--- src/rtl/ram_arbiter.sv ---
// Three-requester arbiter in front of a single-port synchronous RAM.
// Round-robin grant, one four-cycle access (IDLE/ACCESS/RESP/DONE) per request, all outputs registered.
module ram_arbiter #(
  parameter int ADDR_W = 16,
  parameter int DATA_W = 8
) (
  input  logic              ram_clk,
  input  logic              rst,
  input  logic              fetch_read,
  output logic              fetch_read_ready,
  input  logic [ADDR_W-1:0] fetch_read_address,
  output logic [DATA_W-1:0] fetch_read_data_out,
  input  logic              load_read,
  output logic              load_read_ready,
  input  logic [ADDR_W-1:0] load_read_address,
  output logic [DATA_W-1:0] load_read_data_out,
  input  logic              store_save,
  output logic              store_save_ready,
  input  logic [ADDR_W-1:0] store_save_address,
  input  logic [DATA_W-1:0] store_save_data_in,
  output logic              ram_write_enable,
  output logic [ADDR_W-1:0] ram_address,
  output logic [DATA_W-1:0] ram_data_in,
  input  logic [DATA_W-1:0] ram_data_out,
  output logic              busy,
  output logic [1:0]        grant
);

  typedef enum logic [1:0] {IDLE, ACCESS, RESP, DONE} state_t;

  localparam logic [1:0] PORT_FETCH = 2'd0;
  localparam logic [1:0] PORT_LOAD  = 2'd1;
  localparam logic [1:0] PORT_STORE = 2'd2;
  localparam logic [1:0] NO_GRANT   = 2'd3;

  state_t            state, state_nxt;
  logic [1:0]        last_granted, last_granted_nxt;
  logic [1:0]        grant_nxt;
  logic              busy_nxt;
  logic              we_nxt;
  logic              fetch_ready_nxt, load_ready_nxt, store_ready_nxt;
  logic [ADDR_W-1:0] addr_nxt;
  logic [DATA_W-1:0] wdata_nxt;
  logic [DATA_W-1:0] fetch_data_nxt, load_data_nxt;
  logic [2:0]        req;
  logic [2:0]        pick;

  assign req = {store_save, load_read, fetch_read};

  // Returns {hit, port}; search starts one past the last granted port and wraps 2 -> 0.
  function automatic logic [2:0] rr_pick(input logic [2:0] r, input logic [1:0] last);
    logic [1:0] cand;
    rr_pick = 3'b000;
    cand = (last == PORT_STORE) ? PORT_FETCH : last + 2'd1;
    for (int k = 0; k < 3; k++) begin
      if (!rr_pick[2] && r[cand]) rr_pick = {1'b1, cand};
      cand = (cand == PORT_STORE) ? PORT_FETCH : cand + 2'd1;
    end
  endfunction

  always_comb begin
    state_nxt        = state;
    last_granted_nxt = last_granted;
    grant_nxt        = grant;
    busy_nxt         = busy;
    we_nxt           = ram_write_enable;
    addr_nxt         = ram_address;
    wdata_nxt        = ram_data_in;
    fetch_ready_nxt  = fetch_read_ready;
    load_ready_nxt   = load_read_ready;
    store_ready_nxt  = store_save_ready;
    fetch_data_nxt   = fetch_read_data_out;
    load_data_nxt    = load_read_data_out;
    pick             = rr_pick(req, last_granted);

    case (state)
      IDLE: begin
        if (pick[2]) begin
          state_nxt        = ACCESS;
          busy_nxt         = 1'b1;
          grant_nxt        = pick[1:0];
          last_granted_nxt = pick[1:0];
          case (pick[1:0])
            PORT_LOAD: addr_nxt = load_read_address;
            PORT_STORE: begin
              addr_nxt  = store_save_address;
              wdata_nxt = store_save_data_in;
              we_nxt    = 1'b1;
            end
            default: addr_nxt = fetch_read_address;
          endcase
        end
      end
      ACCESS: begin
        // RAM commits the write / launches the read on this edge
        we_nxt    = 1'b0;
        state_nxt = RESP;
      end
      RESP: begin
        case (grant)
          PORT_FETCH: begin
            fetch_ready_nxt = 1'b1;
            fetch_data_nxt  = ram_data_out;
          end
          PORT_LOAD: begin
            load_ready_nxt = 1'b1;
            load_data_nxt  = ram_data_out;
          end
          default: store_ready_nxt = 1'b1;
        endcase
        state_nxt = DONE;
      end
      DONE: begin
        fetch_ready_nxt = 1'b0;
        load_ready_nxt  = 1'b0;
        store_ready_nxt = 1'b0;
        grant_nxt       = NO_GRANT;
        busy_nxt        = 1'b0;
        state_nxt       = IDLE;
      end
      default: state_nxt = IDLE;
    endcase
  end

  always_ff @(posedge ram_clk or posedge rst) begin
    if (rst) begin
      state               <= IDLE;
      last_granted        <= PORT_STORE;
      grant               <= NO_GRANT;
      busy                <= 1'b0;
      ram_write_enable    <= 1'b0;
      ram_address         <= '0;
      ram_data_in         <= '0;
      fetch_read_ready    <= 1'b0;
      load_read_ready     <= 1'b0;
      store_save_ready    <= 1'b0;
      fetch_read_data_out <= '0;
      load_read_data_out  <= '0;
    end else begin
      state               <= state_nxt;
      last_granted        <= last_granted_nxt;
      grant               <= grant_nxt;
      busy                <= busy_nxt;
      ram_write_enable    <= we_nxt;
      ram_address         <= addr_nxt;
      ram_data_in         <= wdata_nxt;
      fetch_read_ready    <= fetch_ready_nxt;
      load_read_ready     <= load_ready_nxt;
      store_save_ready    <= store_ready_nxt;
      fetch_read_data_out <= fetch_data_nxt;
      load_read_data_out  <= load_data_nxt;
    end
  end

endmodule

--- config.mk ---
export PLATFORM = sky130hd
export DESIGN_NAME = ram_arbiter
export DESIGN_NICKNAME = d
export VERILOG_FILES = /design/src/rtl/ram_arbiter.sv
export SDC_FILE = /design/constraint.sdc
export NUM_CORES = 1
export LEC_CHECK = 0
export CAP_MARGIN = 25
export CORE_MARGIN = 5
export CORE_UTILIZATION = 35
export CTS_CLUSTER_SIZE = 30
export DETAILED_ROUTE_END_ITERATION = 7
export GPL_ROUTABILITY_DRIVEN = 0
export PLACE_DENSITY = 0.69
export SYNTH_ARGS = -nofsm -noshare
export SYNTH_HDL_FRONTEND = slang
export SYNTH_SLANG_ARGS = --single-unit
--- constraint.sdc ---
create_clock -name ram_clk -period 2.4 [get_ports ram_clk]
set_clock_uncertainty 0.15 [all_clocks]
set_input_delay 0.48 -clock ram_clk [delete_from_list [all_inputs] [get_ports ram_clk]]
set_output_delay 0.48 -clock ram_clk [all_outputs]
set_load 0.05 [all_outputs]
# Yosys cells after proc, flatten, opt, wreduce, memory -nomap -nowiden
# Cells that the tools add are included.
# word_totals
reg_bits,51
inputBits,69
out_inout_bits,47
word_cells,79
# op_classes
addsub,3
order_cmp,3
n_eq_ne,14
muxes,28
n_reduce_logical,19
# op_table
cell,n
case mux 16 bit (2 select lines),1
AND reduction 2 bit,7
"equality test 2 bit, second input constant",6
2-to-1 mux 2 bit,5
case mux 1 bit (2 select lines),5
"less-than comparator 2 x 3 -> 1 bit, second input constant",3
2-to-1 mux 1 bit,9
2-to-1 mux 3 bit,3
case mux 2 bit (4 select lines),1
"adder 2 x 1 -> 2 bit, second input constant",3
binary-select mux 1 bit (select 2 bit),3
"equality test 2 x 1 -> 1 bit, second input constant",3
"inequality test 2 bit, second input constant",3
AND reduction 3 bit,2
nonzero test 2 bit,3
zero test 2 bit,2
"inequality test 2 x 1 -> 1 bit, second input constant",2
case mux 2 bit (2 select lines),1
logical AND 1 bit,2
zero test 1 bit,2
OR reduction 2 bit,1

# Logic depth before layout (Yosys ltp)
# Gate-level depths: netlist of the first run.
# depth
ltp_word,15
depth_mapped,10
depth_no_buf,7

# Least setup slack after synthesis of the first run
# OpenSTA, ideal clock, no wires.
# synth_path
kind,input port to flip-flop
startpoint,input load_read
endpoint,register ram_address[0]
setup_time_ps,129
arrival_ps,2025
required_time_ps,2121
setup_slack_ps,96
stages,9
path_buffers,3
path_cell_list,buf_2 nor2b_1 a2bb2oi_1 inv_1 ha_1 buf_2 clkbuf_1 a221oi_1 o31ai_1
# synth_via
elab_chain_len,11
elab_cells_between_ends,17
cone_classes,2 x eq/ne; 10 x mux; 5 x reduce/logical
# synth_lines
element,line_no,rtl
start: declaration,13,"input logic load_read,"
binary-select mux 1 bit (select 2 bit),56,"if (!rr_pick[2] && r[cand]) rr_pick = {1'b1, cand};"
2-to-1 mux 1 bit (not written as such),56,
2-to-1 mux 3 bit,56,
zero test 1 bit,56,
logical AND 1 bit,56,
2-to-1 mux 3 bit,56,
zero test 1 bit,56,
logical AND 1 bit,56,
2-to-1 mux 3 bit (*),56,
net pick[1],46,logic [2:0] pick;
equality test 2 bit or equality test 2 x 1 -> 1 bit (tied branches),83,case (pick[1:0])
case mux 16 bit (2 select lines) (*),83,
end signal: assignment,145,ram_address <= addr_nxt;
end: declaration,22,"output logic [ADDR_W-1:0] ram_address,"
# The timed path passes the listed nets; every way through them passes the cells marked *. The select of a mux whose other input is x is not followed.
# A chain may end at the register's enable or synchronous reset.

# Final worst setup path of the first run
# layout_path
startpoint,input load_read
endpoint,register ram_address[15]
# Same word-level chain as after synthesis.

==> flow_summary.ini, run 1 <==
[setup_path]
cp.arrival_ns = 2.25
crit_type = input port to register
worstReg2RegEnd = ram_address[15]
worstSetupEndpointType = register
cp-start-kind = input port
crit_required_ns = 2.43
r2r_slack_ns = 0.29
r2r-start = last_granted[1]
worst-path-max-fanout = 32
reg2reg_depth = 7

[floorplanning]
core_area_mm2 = 0.00676
dieArea_mm2 = 0.00867
dieHeight_um = 93.1
die_x_um = 93.1
rows = 30
initial_core_util_pct = 35.8
ios = 116

[synth]
async_flop_share_pct = 100
yosysWarningCount = 0
netlist_instances = 205
synthFlopType = dfrtp_1
synth_edf_count = 0
yosysUniqueCellTypes = 29
synth-seq-area-share_pct = 52.9
synth_area_mm2 = 0.00242
synth_nets = 280
synth_area_per_cell_um2 = 11.8
yosys_register_bits = 51

[drt]
drt-initial-drc-count = 48
dr.pass1.iters = 4
routedWlPerCell_um = 14.4
avgViaCountPerCell = 5.00
drc_errors = 0
dr_total_vias = 2042
detail_route.wirelength_um = 5880
antenna_left = 0

[final_layout]
seq_area_mm2 = 0.00128
drive_gt1_share_pct = 18.0
diodes = 0
post-route-util_pct = 57.7
design_area_mm2 = 0.00390
syn2layout_area_growth_pct = 61.3
fillers = 610
nets = 402
multi_input_area_mm2 = 0.00106

[clock_tree]
cts_setup_buffers = 0
cts.sinks = 51
ctsHoldBuffers = 0
cts_buffers = 5
post_cts_resized = 0
cts_buffer_depth = 2
path_clk_slew_ns = 0.09
clk_latency_ns = 0.29
cts_tree = built
ctsHtreeMaxLevel = 2
root_buffer = clkbuf_8

[power]
vdd_drop_max_mv = 0.544
p_leak_nw = 1.61
powerDensity_mw_per_mm2 = 1500

[sta]
period_minus_slack_ns = 2.22
max_slew_margin_pct = 64.5
setup_viol = 0
tns_ns = 0
min_period_over_period_pct = 92.4
final-hold-violation-count = 0
grt_setup_unrepaired = no
slew_viol_final = 0
fmax_ghz = 0.451
holdWs_ns = 0.335
worstMarginPinSlew_ns = 0.531
layout_setup_ws_ns = 0.182

[placement]
postPlaceCellArea_mm2 = 0.00376
io_buffer_count = 115
hpwlAfterDp_um = 4570
post-place-ws_ns = -0.199

[run_status]
status = finished, final reports clean

[global_routing]
grt_overflow_total = 0
antenna_found_initial = 0
grtUsageTotal_pct = 13.9
grt_pass1_wl_um = 9690
grt_max_degree = 37
grt_pass1_vias = 2126

[min_path]
min-delay-start = ram_address[2]
whs_path_depth = 2
worst_hold_path_type = register to register
whs_endpoint = ram_address[2]

[job]
maxCapViolations = 0
## synth_stat cells, types with 2 or more instances
library cell  number  share of area (%)
o21ai_0            5                1.0
inv_1              5               0.78
nand3b_1           2               0.62
dfrtp_1           48                 50
ha_1               6                3.1
dfstp_2            3                3.3
buf_2              8                1.7
a221oi_1          16                5.8
a2bb2oi_1          3                1.1
nor2b_1           20                5.2
nand2_1           21                3.3
clkbuf_1           5               0.78
o31ai_1           17                5.3
nor2_1             4               0.62
mux2_2            24                 11
a21oi_1            5                1.0
## cell families after synthesis
group,Yosys count,share of synthesized area (%)
DFF,51,52.9
adders and majority gates,6,3.10
AOI/OAI and AO/OA,51,17.0
and+or+nand+nor,53,12.1
muxes,24,11.2
buffers and inverters,20,3.72
## metrics by stage
step	power, mW	std cells
6_report	5.86	408
5_1_grt	6.20	408
4_1_cts	5.94	408
3_5_place_dp	5.22	400
3_3_place_gp	5.16	400
2_1_floorplan	3.94	205
## flip-flops by register name (all words and copies together), names as in the netlist, 2 cells and up
name	cells
ram_address	16
grant	2
load_read_data_out	8
fetch_read_data_out	8
ram_data_in	8
last_granted	2
state	2
## worst max-delay path by stage
stage                   start         endpoint  cells after the start
finish              load_read  ram_address[15]                      8
global route        load_read   ram_address[9]                      8
CTS                 load_read  ram_address[15]                      9
detailed placement  load_read  ram_address[15]                      9
global placement    load_read  ram_address[15]                      9
floorplan           load_read   ram_address[0]                      9
## where the power goes
| group | total (mW) | internal (mW) | switching [mW] | leakage, nW |
|---|---|---|---|---|
| sequential | 1.55 | 1.30 | 0.249 | 0.613 |
| combinational | 3.61 | 1.42 | 2.19 | 0.937 |
| clock | 0.700 | 0.416 | 0.284 | 0.0644 |
## final cells by class
| class | count | share of cell area [%] |
|---|---|---|
| tap | 80 | 2.57 |
| clock buffer | 5 | 1.76 |
| multi-input combinational | 134 | 27.1 |
| inverter | 5 | 0.481 |
| clock inverter | 3 | 1.73 |
| sequential | 51 | 32.8 |
| timing repair buffer | 130 | 33.5 |
## layout by cell type, fill, tap and decap left out, drive strengths merged, types with 5 or more instances in the layout
cell and n:
a21oi 5, a221oi 16, buf 17, clkbuf 5, clkdlybuf4s50 113, dfrtp 48, ha 6, inv 5
mux2 24, nand2 21, nor2b 20, o21ai 6, o31ai 18
## routing by layer
layer  vias up  GRT usage (%)  part of all wire (%)
met4         0           3.66                  0.70
met3         4           5.39                   9.3
met2        72           24.8                    49
li1        985              -                     -
met5         -              0                     0
met1       981           15.3                    41
## worst max-delay path: stages
cell and delay, ns:
clkdlybuf4s50_1 0.49, nor2b_1 0.15, a2bb2oi_1 0.20, inv_1 0.06, ha_1 0.31, buf_12 0.17, a221oi_1 0.25, o31ai_1 0.12
Power figures use the tool's default switching activity.
==> run 2, diff against run 1 <==
Settings changed: DONT_BUFFER_PORTS set to 1, PLACE_DENSITY 0.69 to 0.47.
==> flow_summary.ini, run 2 (synthesis gave the netlist of run 1 again) <==
[clock_tree]
cts_buffer_depth = 2
cts_buffers = 5
ctsHtreeMaxLevel = 2
cts.sinks = 51
cts_tree = built
root_buffer = clkbuf_8
cts_setup_buffers = 0
path_clk_slew_ns = 0.09
clk_latency_ns = 0.30

[final_layout]
largest_register_ffs = 16
fillers = 658
diodes = 0
design_area_mm2 = 0.00262
seq_area_mm2 = 0.00128
layout_commonest_cell = dfrtp_1
layout_common_cells = dfrtp_1, mux2_2, nand2_1
drive_gt1_share_pct = 23.4
largest-register = ram_address
multi_input_area_mm2 = 0.00106
nets = 279
syn2layout_area_growth_pct = 8.17

[job]
maxCapViolations = 0

[min_path]
worst_hold_path_type = input port to register
whs_path_depth = 1

[sta]
tns_ns = 0
final-hold-violation-count = 0
slew_viol_final = 0
max_slew_margin_pct = 32.5
grt_setup_unrepaired = no
fmax_ghz = 0.463
worstMarginPinSlew_ns = 1.01
period_minus_slack_ns = 2.16
holdWs_ns = 0.176
setup_viol = 0
min_period_over_period_pct = 90.0

[global_routing]
grt_pass1_wl_um = 9070
grtUsageTotal_pct = 13.2
grt_pass1_vias = 1756
grt_overflow_total = 0
antenna_found_initial = 0
grt_max_degree = 33

[setup_path]
crit_type = register to register
crit_required_ns = 2.39
slowest_delay_ns = 0.55
cp.arrival_ns = 2.15
cp_cell_sequence = nor3b_1 > a21oi_1 > inv_1 > ha_2 > a221oi_1 > o31ai_1
worst-path-max-fanout = 16
cp-start-kind = register
reg2reg_depth = 6
crit_slowest_cell = dfstp_2
worstSetupEndpointType = register

[drt]
drt-initial-drc-count = 30
routedWlPerCell_um = 19.8
dr.pass1.iters = 4
dr_total_vias = 1601
avgViaCountPerCell = 5.62
drc_errors = 0
antenna_left = 0
detail_route.wirelength_um = 5640

[placement]
postPlaceCellArea_mm2 = 0.00249
hpwlAfterDp_um = 4420
io_buffer_count = 0

[run_status]
status = finished, final reports clean

[floorplanning]
dieHeight_um = 93.1
core_area_mm2 = 0.00676
die_x_um = 93.1
ios = 116
initial_core_util_pct = 35.8
dieArea_mm2 = 0.00867
rows = 30
==> run 2: changes by cell type in the layout (fill, tap and decap cells not counted), sizes merged <==
cell	delta
buf	-11
bufinv	-2
clkbuf	+1
clkdlybuf4s50	-113
clkinv	+1
dlygate4sd3	+1
==> run 2: final cells by class <==
type,instances,area share [%]
tap,80,3.83
inverter,5,0.717
timing repair buffer,7,2.10
clock inverter,2,0.622
clock buffer,6,3.16
multi-input combinational,134,40.7
sequential,51,48.9
==> run 2: timing repair <==
item,CTS,global route
endpoints found under the setup margin,5,16
hold buffers,1,0
gates cloned,0,0
endpoints found under the hold margin,24,0
resized for setup,1,2
==> run 2: path summary, 6_finish.rpt <==
path | from | to | slack (ns)
setup / recovery | last_granted[1] | ram_address[11] | 0.24
hold reg to reg | last_granted[1] | last_granted[1] | 0.35
hold / removal | ram_data_out[1] | load_read_data_out[1] | 0.18
min in group asynchronous | rst | fetch_read_data_out[1] | 0.56
max in group asynchronous | rst | fetch_read_data_out[7] | 0.88
setup reg to reg | last_granted[1] | ram_address[11] | 0.24
==> run 2: worst max-delay path, delay by kind of cell, from the launching register on <==
kind	cells	cell delay, ns
compound gates	3	0.85
fa+ha+maj	1	0.31
buf+inv	1	0.09
flops	1	0.55
simple gates	1	0.05
==> run 2: routing by layer <==
layer  share of wire [%]  global-route usage, %  routed length (um)
met1                  38                   14.6                2130
met4                0.94                   3.66                  53
met3                 9.9                   4.59                 561
met2                  51                   23.7                2900
met5                   0                      0                   0
==> run 2: per-stage QoR <==
step | worst slack (ns) | instances | utilization [%]
floorplan | 0.0963 | 205 | -
global placement | 0.141 | 276 | 36.9
detailed placement | -0.0689 | 276 | 36.9
CTS | 0.0866 | 285 | 38.5
global route | 0.0414 | 285 | 38.7
finish | 0.240 | 285 | 38.7
Power of run 2 is left out: the tool's default activity adds up to more than one toggle a clock period on the data nets, which glitch-free logic cannot reach.
